`config.mk`:
```
export PLATFORM = sky130hd
export DESIGN_NAME = prog_reader
export DESIGN_NICKNAME = d
export VERILOG_FILES = /design/src/rtl/prog_pkg.sv /design/src/rtl/prog_reader.sv
export SDC_FILE = /design/constraint.sdc
export NUM_CORES = 1
export LEC_CHECK = 0
export ABC_AREA = 1
export ABC_CLOCK_PERIOD_IN_PS = 1900
export CELL_PAD_IN_SITES_DETAIL_PLACEMENT = 0
export CELL_PAD_IN_SITES_GLOBAL_PLACEMENT = 1
export CORE_UTILIZATION = 29
export DETAILED_ROUTE_END_ITERATION = 10
export GPL_TIMING_DRIVEN = 0
export PLACE_DENSITY_LB_ADDON = 0.2
export SYNTH_ARGS = -nofsm -noshare
export SYNTH_HDL_FRONTEND = slang
export SYNTH_SLANG_ARGS = --single-unit
```
`constraint.sdc`:
```
create_clock -name clk -period 1.9 [get_ports clk]
set_clock_uncertainty 0.05 [all_clocks]
set_input_delay 0.285 -clock clk [delete_from_list [all_inputs] [get_ports clk]]
set_output_delay 0.285 -clock clk [all_outputs]
set_load 0.005 [all_outputs]
```
`src/rtl/prog_pkg.sv`:
```
// prog_pkg: definitions shared by the program FIFO and its read-side consumer.
//   state_t        : reader state encoding (IDLE, LOAD, ISSUE)
//   CNT_WIDTH_DEF  : default width of the repeat count / repetition index
//   ENTRIES_W      : width of the completed-entry counter
package prog_pkg;

  typedef enum logic [1:0] {
    IDLE  = 2'd0,
    LOAD  = 2'd1,
    ISSUE = 2'd2
  } state_t;

  localparam int CNT_WIDTH_DEF = 8;
  localparam int ENTRIES_W     = 16;

endpackage

```
`src/rtl/prog_reader.sv`:
```
// prog_reader: pops {word, repeat count} entries from the program FIFO and
// replays each word `count` times on a valid/ready stream.
// Ports:
//   clk, reset (sync, active-low)
//   enable        : allows fetching new entries (never aborts one in progress)
//   flush         : drops the current entry, returns to IDLE (highest priority)
//   fifo_q/fifo_cnt/fifo_empty : FIFO tail view;  fifo_pop : one-cycle pop strobe
//   out_valid/out_ready/out_data/out_idx/out_last : replay stream
//   err_zero      : sticky, a zero-count entry was popped
//   entries_done  : number of fully issued entries (wraps)
module prog_reader
  import prog_pkg::*;
#(
  parameter int D_WIDTH   = 31,
  parameter int CNT_WIDTH = CNT_WIDTH_DEF
) (
  input  logic                 clk,
  input  logic                 reset,
  input  logic                 enable,
  input  logic                 flush,
  input  logic [D_WIDTH-1:0]   fifo_q,
  input  logic [CNT_WIDTH-1:0] fifo_cnt,
  input  logic                 fifo_empty,
  output logic                 fifo_pop,
  output logic                 out_valid,
  input  logic                 out_ready,
  output logic [D_WIDTH-1:0]   out_data,
  output logic [CNT_WIDTH-1:0] out_idx,
  output logic                 out_last,
  output logic                 err_zero,
  output logic [ENTRIES_W-1:0] entries_done
);

  localparam logic [CNT_WIDTH-1:0] CNT_ONE  = CNT_WIDTH'(1);
  localparam logic [ENTRIES_W-1:0] DONE_ONE = ENTRIES_W'(1);

  state_t               r_state;
  state_t               w_state_next;
  logic [D_WIDTH-1:0]   r_data;
  logic [CNT_WIDTH-1:0] r_cnt;
  logic [CNT_WIDTH-1:0] r_rep;
  logic                 r_err;
  logic [ENTRIES_W-1:0] r_done;
  logic                 w_last;
  logic                 w_hs;
  logic                 w_fetch;

  // r_cnt is non-zero whenever ISSUE is active, so cnt-1 never underflows there.
  assign w_last    = (r_state == ISSUE) && (r_rep == (r_cnt - CNT_ONE));
  assign w_hs      = (r_state == ISSUE) && out_ready;
  assign w_fetch   = enable && !fifo_empty;

  assign out_valid    = (r_state == ISSUE);
  assign out_data     = r_data;
  assign out_idx      = r_rep;
  assign out_last     = w_last;
  assign err_zero     = r_err;
  assign entries_done = r_done;

  always_ff @(posedge clk) begin
    if (!reset) begin
      r_state <= IDLE;
    end else begin
      r_state <= w_state_next;
    end
  end

  always_comb begin
    w_state_next = r_state;
    fifo_pop     = 1'b0;
    case (r_state)
      IDLE: begin
        if (w_fetch) begin
          w_state_next = LOAD;
        end
      end
      LOAD: begin
        // The tail cannot drain without our pop, but guard anyway so a pop
        // is never issued against an empty FIFO.
        if (!fifo_empty) begin
          fifo_pop     = 1'b1;
          w_state_next = (fifo_cnt == '0) ? IDLE : ISSUE;
        end else begin
          w_state_next = IDLE;
        end
      end
      ISSUE: begin
        if (w_hs && w_last) begin
          w_state_next = w_fetch ? LOAD : IDLE;
        end
      end
      default: w_state_next = IDLE;
    endcase
    if (flush) begin
      w_state_next = IDLE;
      fifo_pop     = 1'b0;
    end
  end

  // fifo_pop already folds in flush, so a flushed LOAD captures nothing.
  always_ff @(posedge clk) begin
    if (!reset) begin
      r_data <= '0;
      r_cnt  <= '0;
      r_rep  <= '0;
      r_err  <= 1'b0;
      r_done <= '0;
    end else if (fifo_pop) begin
      r_data <= fifo_q;
      r_cnt  <= fifo_cnt;
      r_rep  <= '0;
      if (fifo_cnt == '0) begin
        r_err <= 1'b1;
      end
    end else if (w_hs && !flush) begin
      if (w_last) begin
        r_done <= r_done + DONE_ONE;
      end else begin
        r_rep <= r_rep + CNT_ONE;
      end
    end
  end

endmodule

```
==> results_dict.tcl, run 1 <==
set metrics [dict create \
    status "finished, violations left" \
    violations "negative setup slack" \
    htree_levels 3 \
    synth.distinct_cells 26 \
    path_class "reg2out" \
    period_needed_ns 2.15 \
    drive_gt1_frac 0.153 \
    ctsHoldBuffers 0 \
    clock_path_buffers 2 \
    fin_nets 664 \
    cp.arrival_ns 1.81 \
    synth_edf_count 0 \
    synth_area_leaders "dfxtp_1 41%, nor2_1 13%, nand2_1 9.4%" \
    clk_transition_reported_paths_ns 0.08 \
    rr_endpoint "r_state[0]$_SDFFE_PP0P_" \
    clock_sinks 66 \
    hp-class "in2reg" \
    die_h_um 108 \
    tightestPinTransition_ns 0.529 \
    drt-pass1-iter-count 4 \
    grt_pass1_vias 3314 \
    power.density_mw_per_mm2 567 \
    grtUsageTotal 0.173 \
    setup.worst_path.start_class "register" \
    grt_pass1_wl_mm 15.7 \
    wl_per_cell_um 12.2 \
    n_antenna_cell 0 \
    power.switching_w 0.000703 \
    netlist_area_mm2 0.00324 \
    grt.overflow.total 0 \
    worst_ep_required_time_ns 1.56 \
    root_buffer "clkbuf_8" \
    syn_avg_cell_area_um2 6.63 \
    p_int_w 0.00213 \
    drt_wl_total_mm 9.30 \
    finalHoldViolCount 0 \
    setup_ws_ns -0.245 \
    vias_per_cell 4.56 \
    power_frac_comb 0.084 \
    antenna_found_initial 0 \
    synth_ff_type "dfxtp_1" \
    synth.mux.area_fraction 0 \
    die_area_mm2 0.0116 \
    dp_hpwl_mm 6.88 \
    grt_max_degree 13 \
    finalCritPeriodShare 1.13 \
    maxCapViolCount 0 \
    rr_startpoint "r_cnt[0]$_SDFFE_PN0P_" \
    crit_path_start "r_cnt[0]$_SDFFE_PN0P_" \
    synth_warnings 0 \
    seq_power_share 0.495 \
    ant_nets 0 \
    cts-buffers-inserted 9 \
    max_freq_ghz 0.466 \
    swShare 0.248 \
    holdWs_ns 0.287 \
    setup_viol 19 \
    slew_headroom 0.647 \
    yosysSeqAreaShare 0.408 \
    synthTopCellsByCount "110 x nor2_1, 81 x nand2_1, 66 x dfxtp_1, 59 x inv_1, 48 x o21ai_0" \
    core_area_mm2 0.0108 \
    clkPwrFrac 0.422 \
    synth_top_cell_area_share 0.408 \
    start_util 0.299 \
    synthCells 489 \
    rsz0062_at_grt "yes" \
    area_delta_synth_final_pct 54.3 \
    die_w_um 108 \
    path_max_fanout 2 \
    setup_tns_ns -1.43 \
    synthSimpleGateAreaFrac 0.367 \
    max-vdd-ir-drop_mv 0.368 \
    synth.most_common_cell "nor2_1" \
    io_buffers 102 \
    power.leakage_nw 1.92 \
    drcViolationCount 0 \
    synth_top_family_by_area "simple AND/OR/NAND/NOR gates" \
    end_kind "output port" \
    synth-compound-area-share 0.102 \
    routabilityCongestion 0.769 \
    clk_latency_ns 0.35 \
    placementRows 38 \
    yosysTopAreaCell "dfxtp_1" \
    dr_total_vias 3469 \
    ios 104 \
    synthesis.nets 537 \
    synth-xor-area-share 0.0189 \
    cts_tree "built" \
    drt_iter0_markers 70 \
    ys_async_sr_fraction 0 \
    yosys.area_share.adder 0.0116 \
    cp-endpoint "out_last" \
    ff2ff_path_depth 16 \
    slew_viol_final 0 \
    rrSetupSlack_ns -0.15 \
    synth_seq_cells 66 \
]
[worst min path at each step]
stage / startpoint / endpoint / slack, ns / cells past startpoint
CTS: reset / r_cnt[0]$_SDFFE_PN0P_ / 0.30 / 3
floorplan: enable / r_state[0]$_SDFFE_PP0P_ / 0.40 / 2
global placement: out_data[24]$_SDFFE_PN0P_ / out_data[24]$_SDFFE_PN0P_ / 0.41 / 2
detailed placement: out_data[9]$_SDFFE_PN0P_ / out_data[9]$_SDFFE_PN0P_ / 0.42 / 2
finish: reset / r_cnt[0]$_SDFFE_PN0P_ / 0.29 / 3
global route: reset / r_cnt[1]$_SDFFE_PN0P_ / 0.32 / 3
[flip-flops by register name, indices dropped and copies added, names as in the netlist]
signal / count
out_data: 31
entries_done: 16
out_idx: 8
r_state: 2
err_zero: 1
r_cnt: 8
[power by group through the flow]
stage / Sequential (W) / Clock [W] / Combinational [W]
floorplan: 0.00143 / 0 / 0.0000901
global placement: 0.00143 / 0 / 0.000221
detailed placement: 0.00143 / 0 / 0.000223
CTS: 0.00140 / 0.00124 / 0.000235
global route: 0.00140 / 0.00130 / 0.000268
finish: 0.00140 / 0.00120 / 0.000237
[worst max-delay path, cell delays in order (launching register included)]
cell     delay, ns
dfxtp_2       0.36
inv_4         0.04
ha_4          0.24
inv_2         0.05
nand2_2       0.04
nand2_2       0.07
nand3_2       0.08
nor2_4        0.11
nand2_2       0.07
nor2_4        0.11
nand2_4       0.06
buf_8         0.12
inv_2         0.04
buf_6         0.08
[layer usage]
metal,routed length (um),part of all wire,global-route usage,up-vias
met5,0,0,0,-
met3,788,0.085,0.0708,10
met4,109,0.012,0.0499,0
met2,4220,0.45,0.281,92
met1,4180,0.45,0.209,1551
li1,-,-,-,1816
[kinds of logic after synthesis]
group,count (synthesis)
and+or+nand+nor,271
xor gates and xnor gates,7
buffers and inverters,78
AOI/OAI and AO/OA,64
adders and majority gates,3
DFF,66
[stage by stage]
stage | power [W] | std cells | worst slack [ns] | cell area [um2] | util
global placement | 0.00165 | 731 | -0.868 | 4440 | 0.409
detailed placement | 0.00166 | 731 | -0.932 | 4440 | 0.409
CTS | 0.00287 | 761 | -0.350 | 4870 | 0.450
finish | 0.00283 | 760 | -0.245 | 5000 | 0.461
global route | 0.00297 | 760 | -0.364 | 5000 | 0.461
floorplan | 0.00152 | 489 | 0.00759 | 3240 | -
[cell usage in the layout, fill, tap and decap left out, types with 2 or more instances in the layout]
cell | synthesis | routed
clkdlybuf4s50_1 | 0 | 99
nor4_1 | 4 | 4
nor3_1 | 11 | 11
clkbuf_8 | 0 | 10
xnor2_1 | 4 | 4
ha_1 | 3 | 2
inv_2 | 2 | 10
buf_4 | 0 | 9
a21oi_1 | 14 | 11
nand2_4 | 1 | 2
o21ai_1 | 1 | 9
xor2_1 | 3 | 3
clkbuf_2 | 0 | 2
buf_6 | 1 | 5
dlymetal6s2s_1 | 0 | 2
nand3_4 | 0 | 4
nand4_1 | 18 | 18
clkbuf_1 | 13 | 11
nor2_4 | 3 | 10
o21ai_0 | 48 | 40
clkinvlp_4 | 0 | 2
dfxtp_1 | 66 | 63
inv_1 | 59 | 50
nor2_1 | 110 | 103
nand3_1 | 34 | 22
nand3_2 | 0 | 8
nand2_2 | 3 | 12
nand2_1 | 81 | 71
dfxtp_2 | 0 | 3
nor2_2 | 3 | 3
a21oi_2 | 0 | 3
[layout make-up]
type	instances	area [um2]
fillers	1162	5840
multi-input cells	345	1820
flip-flops and latches	66	1330
repair buffers	116	1160
inverters	62	243
well taps	140	175
clock buffers	9	124
plain buffers	16	83.8
clock inverters	6	67.6
[what timing repair did]
action / CTS / global route
gates cloned: 0 / 0
gates resized for setup: 48 / 44
setup endpoints to repair: 58 / 28
pin swaps: 24 / 26
hold endpoints to repair: 0 / 0
setup buffers: 27 / 2
(Power assumes the default switching activity.)
==> run 2, diff against run 1 <==
--- a/config.mk
+++ b/config.mk
@@ -16,3 +16,4 @@
 export SYNTH_ARGS = -nofsm -noshare
 export SYNTH_HDL_FRONTEND = slang
 export SYNTH_SLANG_ARGS = --single-unit
+export TNS_END_PERCENT = 30
==> run 2 against run 1 <==
Compared with the run above:
- the run still ends with negative setup slack left
- critical path depth unchanged
- count of clock-buffer cells in the layout stayed put
- cell count decreased by 0.26%
- design area is 2.0% lower
- total power shrank 0.28%
==> results_dict.tcl, run 2 (synthesis gave the netlist of run 1 again) <==
set metrics [dict create \
    start_util 0.299 \
    multi_input_area_mm2 0.00176 \
    htree_levels 3 \
    dp_slack_ns -0.932 \
    dr_total_vias 3425 \
    drt_iter0_markers 91 \
    n_antenna_cell 0 \
    io_buffers 102 \
    drcViolationCount 0 \
    status "finished, violations left" \
    hp-class "in2reg" \
    ant_nets 0 \
    power.total_w 0.00283 \
    die_w_um 108 \
    drt_wl_total_mm 9.20 \
    setup.worst_path.start_class "register" \
    setup_viol 21 \
    power.leakage_nw 1.87 \
    vias_per_cell 4.52 \
    die_area_mm2 0.0116 \
    core_area_mm2 0.0108 \
    grt_max_degree 13 \
    placementRows 38 \
    cp.arrival_ns 1.83 \
    clk_latency_ns 0.34 \
    drt-pass1-iter-count 4 \
    p_int_w 0.00213 \
    tightestPinTransition_ns 0.513 \
    seq_power_share 0.496 \
    max-vdd-ir-drop_mv 0.367 \
    worst_ep_required_time_ns 1.56 \
    slew_viol_final 0 \
    max_freq_ghz 0.462 \
    rsz0062_at_grt "yes" \
    die_h_um 108 \
    power.switching_w 0.000698 \
    clock_sinks 66 \
    n_fill_cell 1170 \
    mostFrequentLayoutCell "nor2_1" \
    placed_area_mm2 0.00444 \
    grt.overflow.total 0 \
    drive_gt1_frac 0.125 \
    grt_pass1_wl_mm 15.7 \
    finalHoldViolCount 0 \
    holdWs_ns 0.287 \
    fin_nets 662 \
    routabilityCongestion 0.769 \
    finalCritPeriodShare 1.14 \
    period_needed_ns 2.17 \
    power_frac_comb 0.082 \
    setup_tns_ns -1.89 \
    clk_transition_reported_paths_ns 0.08 \
    final_cell_mix "105 x nor2_1, 101 x clkdlybuf4s50_1, 75 x nand2_1" \
    grtUsageTotal 0.173 \
    cts_tree "built" \
    setup_ws_ns -0.266 \
    antenna_found_initial 0 \
    largest_reg_flops 31 \
    violations "negative setup slack" \
    root_buffer "clkbuf_8" \
    end_kind "output port" \
    clock_path_buffers 2 \
    path_max_fanout 2 \
    cts-buffers-inserted 9 \
    wl_per_cell_um 12.1 \
    slew_headroom 0.657 \
    seq_area_mm2 0.00132 \
    swShare 0.247 \
    dp_hpwl_mm 6.88 \
    final_area_mm2 0.00490 \
    clkPwrFrac 0.423 \
    power.density_mw_per_mm2 576 \
    maxCapViolCount 0 \
    path_class "reg2out" \
    grt_pass1_vias 3314 \
    area_delta_synth_final_pct 51.3 \
    ios 104 \
]
run 2: cell types whose count changed in the layout (fill, tap and decap cells not counted), moves of 3 or more:
cell / previous run / this run
nand2_1: 71 / 75
nand2_2: 12 / 8
inv_1: 50 / 54
a21oi_1: 11 / 14
inv_2: 10 / 6
a21oi_2: 3 / 0
run 2: critical path, cell delays in order, from the launching register on:
cell and delay [ns]:
dfxtp_2 0.36, inv_4 0.04, ha_4 0.24, inv_2 0.05, nand2_2 0.04, nand2_2 0.08
nand3_2 0.08, nor2_4 0.11, nand2_2 0.07, nor2_4 0.12, nand2_4 0.06, buf_8 0.12
inv_2 0.04, buf_6 0.08
run 2: power by group through the flow:
stage	registers, W	logic, W	clock network (W)
5_1_grt	0.00140	0.000262	0.00130
6_report	0.00140	0.000231	0.00119
3_3_place_gp	0.00143	0.000221	0
3_5_place_dp	0.00143	0.000223	0
4_1_cts	0.00140	0.000237	0.00124
2_1_floorplan	0.00143	0.0000901	0
run 2: timing repair:
action / CTS / global route
hold buffers: 0 / 0
resized for setup: 47 / 20
pin swaps: 18 / 20
setup buffers: 25 / 1
setup endpoints to repair: 58 / 29
run 2: final cells by class:
cell class	instances	share of cell area
tap	140	0.0357
inverter	62	0.0490
clock inverter	6	0.0138
buffer	16	0.0171
sequential	66	0.270
clock buffer	9	0.0253
timing repair buffer	114	0.230
multi-input combinational	345	0.359
run 2: per-layer routing:
metal,vias to the layer above,track usage,part of all wire
li1,1813,-,-
met1,1516,0.209,0.45
met2,88,0.282,0.45
met3,8,0.0714,0.086
met4,0,0.0470,0.010
met5,-,0,0
run 2: worst paths after layout:
kind	start	end	slack [ns]	cells after the start
setup / recovery	r_cnt[0]$_SDFFE_PN0P_	out_last	-0.27	13
setup reg to reg	r_cnt[0]$_SDFFE_PN0P_	entries_done[15]$_SDFFE_PN0P_	-0.12	16
hold reg to reg	out_data[11]$_SDFFE_PN0P_	out_data[11]$_SDFFE_PN0P_	0.43	2
hold / removal	reset	r_cnt[0]$_SDFFE_PN0P_	0.29	3
run 2: stage by stage:
stage                     instances   util
after CTS                       762  0.449
after floorplan                 489      -
after global placement          731  0.409
after detailed placement        731  0.409
final                           758  0.452
after global routing            758  0.452
